## src/rtl/sdram_sched_pkg.sv

```systemverilog
// -----------------------------------------------------------------------------
// sdram_sched_pkg
// Shared types and constants for the SDRAM slot scheduler.
//   state_e          - scheduler FSM states (7)
//   SLOT_CPU/VID/TAPE - slot codes used to select the command field source
//   DEFAULT_CPU_DOUT  - value returned on cpu_dout before the first CPU read
// -----------------------------------------------------------------------------
package sdram_sched_pkg;

    typedef enum logic [2:0] {
        IDLE,
        CPU_CMD,
        CPU_RD,
        VID_CMD,
        VID_RD,
        TAPE_CMD,
        TAPE_RD
    } state_e;

    localparam logic [1:0] SLOT_CPU  = 2'd0;
    localparam logic [1:0] SLOT_VID  = 2'd1;
    localparam logic [1:0] SLOT_TAPE = 2'd2;

    localparam logic [7:0] DEFAULT_CPU_DOUT = 8'hFF;

    // Which requester owns a given state.
    function automatic logic [1:0] slot_of(input state_e s);
        case (s)
            CPU_CMD, CPU_RD: return SLOT_CPU;
            VID_CMD, VID_RD: return SLOT_VID;
            default:         return SLOT_TAPE;
        endcase
    endfunction

    function automatic logic is_cmd_state(input state_e s);
        return (s == CPU_CMD) || (s == VID_CMD) || (s == TAPE_CMD);
    endfunction

endpackage

```

## src/rtl/sdram_slot_sched.sv

```systemverilog
// -----------------------------------------------------------------------------
// sdram_slot_sched
// Shares the single SDRAM command port between the CPU bus, the video fetcher
// and the tape buffer. Every clkref pulse opens a window served in the fixed
// order CPU -> VIDEO -> TAPE; each slot issues at most one command.
//
// Build option: VIDEO_PORT_EN
//   defined   - vid_addr/vid_dout exist, the VIDEO slot reads one word per window
//   undefined - no vid_* ports, the VIDEO slot is skipped (CPU -> TAPE)
//
// Ports
//   clk_sys, reset_n        system clock, synchronous active-low reset
//   clkref                  window-start pulse (1 cycle)
//   cpu_addr/din/oe/we      CPU request, sampled at clkref (we wins over oe)
//   cpu_dout                last CPU read byte, held
//   vid_addr, vid_dout      video word address / last video word (option)
//   tape_addr/din/wr/rd     tape request levels, held until tape_ack toggles
//   tape_dout, tape_ack     last tape read byte / toggles per completed access
//   cmd_valid/ready/we/word/addr/wdata   command handshake to the SDRAM engine
//   rd_valid, rd_data       read return; byte chosen by address bit 0
//   overrun                 sticky: clkref arrived while a window was busy
// -----------------------------------------------------------------------------
module sdram_slot_sched
    import sdram_sched_pkg::*;
#(
    parameter int ADDR_W  = 23,
    parameter int WIN_LEN = 16
) (
    input  logic              clk_sys,
    input  logic              reset_n,
    input  logic              clkref,
    input  logic [ADDR_W-1:0] cpu_addr,
    input  logic [7:0]        cpu_din,
    input  logic              cpu_oe,
    input  logic              cpu_we,
    output logic [7:0]        cpu_dout,
`ifdef VIDEO_PORT_EN
    input  logic [ADDR_W-1:0] vid_addr,
    output logic [15:0]       vid_dout,
`endif
    input  logic [ADDR_W-1:0] tape_addr,
    input  logic [7:0]        tape_din,
    input  logic              tape_wr,
    input  logic              tape_rd,
    output logic [7:0]        tape_dout,
    output logic              tape_ack,
    output logic              cmd_valid,
    input  logic              cmd_ready,
    output logic              cmd_we,
    output logic              cmd_word,
    output logic [ADDR_W-1:0] cmd_addr,
    output logic [7:0]        cmd_wdata,
    input  logic              rd_valid,
    input  logic [15:0]       rd_data,
    output logic              overrun
);

    // A full CPU read + video read + tape read needs a handful of cycles of
    // handshaking; a window shorter than this cannot complete even with an
    // always-ready engine.
    if (WIN_LEN < 8) begin : g_win_len_check
        $error("sdram_slot_sched: WIN_LEN must be at least 8");
    end

    state_e     state;
    state_e     state_d;
    state_e     tape_slot;   // where to go when the tape slot comes up
    state_e     vid_slot;    // where to go when the video slot comes up
    logic       accept;
    logic [7:0] rd_byte;

    // NOTE: every signal assigned in an always_comb gets a default at the top;
    // a path that leaves one unassigned would infer a latch.
    always_comb begin
        accept    = cmd_valid & cmd_ready;
        rd_byte   = cmd_addr[0] ? rd_data[15:8] : rd_data[7:0];
        tape_slot = (tape_wr | tape_rd) ? TAPE_CMD : IDLE;
`ifdef VIDEO_PORT_EN
        vid_slot  = VID_CMD;
`else
        vid_slot  = tape_slot;
`endif
        state_d   = state;

        case (state)
            IDLE:     if (clkref)   state_d = (cpu_we | cpu_oe) ? CPU_CMD : vid_slot;
            // cmd_we still holds the field loaded on entry, so it tells a
            // write (done at accept) from a read (wait for data).
            CPU_CMD:  if (accept)   state_d = cmd_we ? vid_slot : CPU_RD;
            CPU_RD:   if (rd_valid) state_d = vid_slot;
            VID_CMD:  if (accept)   state_d = VID_RD;
            VID_RD:   if (rd_valid) state_d = tape_slot;
            TAPE_CMD: if (accept)   state_d = cmd_we ? IDLE : TAPE_RD;
            TAPE_RD:  if (rd_valid) state_d = IDLE;
            default:                state_d = IDLE;
        endcase
    end

    // NOTE: sequential state uses non-blocking assignments only, so every
    // register samples the pre-edge value of every other register.
    always_ff @(posedge clk_sys) begin
        // NOTE: reset is synchronous and covers every flop here, including the
        // held output data; an abandoned command simply disappears.
        if (!reset_n) begin
            state     <= IDLE;
            cmd_valid <= 1'b0;
            cmd_we    <= 1'b0;
            cmd_word  <= 1'b0;
            cmd_addr  <= '0;
            cmd_wdata <= '0;
            cpu_dout  <= DEFAULT_CPU_DOUT;
`ifdef VIDEO_PORT_EN
            vid_dout  <= '0;
`endif
            tape_dout <= '0;
            tape_ack  <= 1'b0;
            overrun   <= 1'b0;
        end else begin
            state <= state_d;

            // Valid drops in the cycle after an accept even when the next slot
            // starts right away, which guarantees a one-cycle gap between
            // commands.
            cmd_valid <= is_cmd_state(state_d) && !accept;

            if (clkref && (state != IDLE)) begin
                overrun <= 1'b1;
            end

            // Command fields are captured once on slot entry and held until
            // the handshake, independent of later requester activity.
            if ((state_d != state) && is_cmd_state(state_d)) begin
                case (slot_of(state_d))
                    SLOT_CPU: begin
                        cmd_we    <= cpu_we;
                        cmd_word  <= 1'b0;
                        cmd_addr  <= cpu_addr;
                        cmd_wdata <= cpu_din;
                    end
`ifdef VIDEO_PORT_EN
                    SLOT_VID: begin
                        cmd_we    <= 1'b0;
                        cmd_word  <= 1'b1;
                        cmd_addr  <= vid_addr;
                        cmd_wdata <= '0;
                    end
`endif
                    default: begin
                        // tape_wr has priority when both levels are held
                        cmd_we    <= tape_wr;
                        cmd_word  <= 1'b0;
                        cmd_addr  <= tape_addr;
                        cmd_wdata <= tape_din;
                    end
                endcase
            end

            // Read data is only taken in a read-wait state; strays are dropped.
            if (rd_valid) begin
                case (state)
                    CPU_RD:  cpu_dout  <= rd_byte;
`ifdef VIDEO_PORT_EN
                    VID_RD:  vid_dout  <= rd_data;
`endif
                    TAPE_RD: tape_dout <= rd_byte;
                    default: ;
                endcase
            end

            if (((state == TAPE_CMD) && accept && cmd_we) ||
                ((state == TAPE_RD) && rd_valid)) begin
                tape_ack <= ~tape_ack;
            end
        end
    end

endmodule
```

## config.mk

```make
export PLATFORM = sky130hd
export DESIGN_NAME = sdram_slot_sched
export DESIGN_NICKNAME = d
export VERILOG_FILES = /design/src/rtl/sdram_sched_pkg.sv /design/src/rtl/sdram_slot_sched.sv
export SDC_FILE = /design/constraint.sdc
export NUM_CORES = 1
export LEC_CHECK = 0
export CAP_MARGIN = 20
export CORE_AREA = 2 2 86 88
export CTS_CLUSTER_SIZE = 30
export DETAILED_ROUTE_END_ITERATION = 10
export DIE_AREA = 0 0 88 90
export PLACE_DENSITY = 0.79
export SLEW_MARGIN = 0
export SYNTH_ARGS = -nofsm -noshare
export SYNTH_HDL_FRONTEND = slang
export SYNTH_SLANG_ARGS = --single-unit
```

## constraint.sdc

```tcl
create_clock -name clk_sys -period 2.6 [get_ports clk_sys]
set_clock_uncertainty 0.1 [all_clocks]
set_input_delay 0.26 -clock clk_sys [delete_from_list [all_inputs] [get_ports clk_sys]]
set_output_delay 0.26 -clock clk_sys [all_outputs]
set_load 0.02 [all_outputs]
```

==> results.md <==
- Hold buffers post-CTS: 0
- Area leader, netlist: dfxtp_1
- Worst slew margin: 0.6369
- Largest family of logic cells by synthesized area: compound AO/OA/AOI/OAI gates
- Syn avg cell area: 10.29 µm²
- Synth Warn #: 0
- ANT nets after route: 0
- Port bufs: 137
- Status: finished clean
- Distinct cells, synth: 42
- Width of the chip: 88 µm
- Initial antenna violation count: 0
- Fmax: 413.4 MHz
- Tmin final: 2419 ps
- Final period utilization: 0.9304
- Nets: about 490
- Area share of fa/ha/maj cells after synthesis: 0
- Count leader, synth: dfxtp_1
- Global router's overall resource usage: 0.1801
- Worst setup SP type: flip-flop
- CP cell instances: and3b_1, a32oi_1, o2111ai_2, xnor2_1, o31a_2, buf_4, a22oi_2
- Synth area leaders: dfxtp_1, mux2i_1, a22oi_2
- Largest net degree at the start of global routing: 37
- Largest buffer count on any clock path: 2
- Leak: between 1.5 and 2 nW
- Post-synth EDFFs: 0
- CP Capture Type: flip-flop
- DP HPWL: 5588 µm
- Cells after DPL: around 490
- Ports: 139
- Vias in the first global route: 2,428
- First-pass detailed-route iteration total: 4
- # H-tree levels: 2
- #FFs+latches synth: 54
- Synth Area in Simple Gates: 0.1275
- DR DRC count: 0
- DR iter-0 viols: 86
- Worst slew pin tran: 543.1 ps
- Mapped Cells: roughly 270
- Die Y: 90 µm
- VDD IR-drop max: 0.0003169 V
- CTS Buf Count: 5
- Initial Util: 0.3914
- Post-synth top area share: 0.3934
- First-pass GRT wire length: 11,620 µm
- # rows: 31
- Via count: 2,469
- Core Region: 7020 µm²
- Final non-filler cell total: 501
- Most common library cells after synthesis: dfxtp_1, nand2_1, mux2i_1
- Area grow syn2layout: 57.56%
- CP max stage cell: dfxtp_1
- Clock-pin slew on the worst setup and hold paths: roughly 100 ps
- Seq/Total Area, Yosys: 0.3934
- Routed length per instance: around 15 µm
- RD Place Congestion: about 0.84
- Endpoints failing setup: 0
- Crit path kind: flip-flop to flip-flop
- Synth Area in XOR/XNOR: 0.009563
- TritonCTS clock tree: done
- Grt ovf: 0
- Max incr delay on CP: 630 ps
- Ys flop type: dfxtp_1
- Wirelength, routed: 7288 µm
- WP data arrival: between 2000 and 3000 ps
- DR vias/cell: ~4.9
- Setup repair bufs after CTS: 0
- Max FO, Critical Path: 15
- Area of the mapped netlist: approximately 2700 µm²
- Fin. Hold Viols: 0
- Max cap viols: 0
- Num Clock Sinks: 54
- Ant. Diodes: 0
- Clock latency on the worst-skew pair: 290 ps
- Unrepaired setup endpoints after global routing: false
- CTS-repair resized insts: 0
- Fin Setup TNS: 0 ps
- Multiplexer area fraction after synthesis: 0.1457
- Share of layout cells above drive strength 1: 0.1493
- Synth Area in Compound Gates: 0.2609
- Worst min path class: input port to flip-flop
- Clk root buf: clkbuf_8
- Pwr/cell area: 711.5 nW/µm²
- Die area: 7920 µm²
- Slew Limit Fails: 0
- FFs w/ async S/R, synth: 0
- Critical path required time: roughly 2700 ps
- Syn_nets: 354
## final timing paths
path / startpoint / endpoint / slack, ps / cells after the start
max: state[1] / cmd_addr[19] / 180 / 7
min: reset_n / cpu_dout[5] / 230 / 2
max reg2reg: state[1] / cmd_addr[19] / 180 / 7
min reg2reg: cmd_addr[16] / cmd_addr[16] / 360 / 2
## final cells by class
class	count	area (µm²)
fill	615	2691
timing repair buffer	151	1521
multi-input combinational	189	1515
sequential	54	1081
tap	99	123.9
clock buffer	5	68.82
clock inverter	2	15.01
inverter	1	3.754
## placed cells by master (no fill, tap or decap), types with 4 or more instances in the layout
cell,count
and2_1,4
buf_12,4
a22oi_2,30
clkdlybuf4s50_1,136
a22oi_1,4
clkbuf_8,5
mux2i_1,40
dfxtp_1,54
o211a_1,8
o211ai_1,8
buf_4,10
nand2_1,53
## worst max-delay path: cells and delay by family, from the launching register on
| family | cells | cell delay [ps] |
|---|---|---|
| AOI/OAI and AO/OA | 4 | 970 |
| DFF | 1 | 630 |
| and+or+nand+nor | 1 | 230 |
| xor gates and xnor gates | 1 | 210 |
| buffers and inverters | 1 | 200 |
## layer usage
metal  up-vias  part of all wire  track usage
met5         -                 0            0
met4         0            0.0034      0.03077
met3         2             0.092      0.06979
met2        81              0.50       0.3049
met1      1153              0.41       0.2167
li1       1233                 -            -
## kinds of logic (layout without fill, tap and decap cells)
| group | count (synthesis) | count (layout) |
|---|---|---|
| xor+xnor | 3 | 3 |
| flops | 54 | 54 |
| mux | 40 | 40 |
| buf+inv | 24 | 159 |
| simple gates | 76 | 76 |
| other cells | 1 | 1 |
| compound gates | 69 | 69 |
## metrics by stage
step / setup slack [ps] / instance area [µm²] / util / hold WS (ps) / power [mW]
2_1_floorplan: 538.8 / 2748 / - / 386.0 / 2.064
3_3_place_gp: -14.14 / 4245 / 0.6047 / 348.6 / 2.631
3_5_place_dp: -96.33 / 4245 / 0.6047 / 352.4 / 2.662
4_1_cts: 204.5 / 4329 / 0.6166 / 224.6 / 3.123
5_1_grt: 39.78 / 4329 / 0.6166 / 221.4 / 3.264
6_report: 181.0 / 4329 / 0.6166 / 232.8 / 3.080
## report_power, final
part / internal (mW) / total (mW) / switching, mW / leakage, nW
clock network: 0.185 / 0.454 / 0.269 / 0.0362
logic: 0.789 / 1.53 / 0.739 / 1.36
registers: 0.998 / 1.10 / 0.101 / 0.443
## flip-flops by register name, indices dropped and copies added, names as in the netlist
name	cells
cmd_addr	23
cmd_valid	1
cmd_wdata	8
cmd_we	1
cpu_dout	8
overrun	1
state	3
tape_ack	1
tape_dout	8
Note: power is estimated with default switching activity, not from simulation.
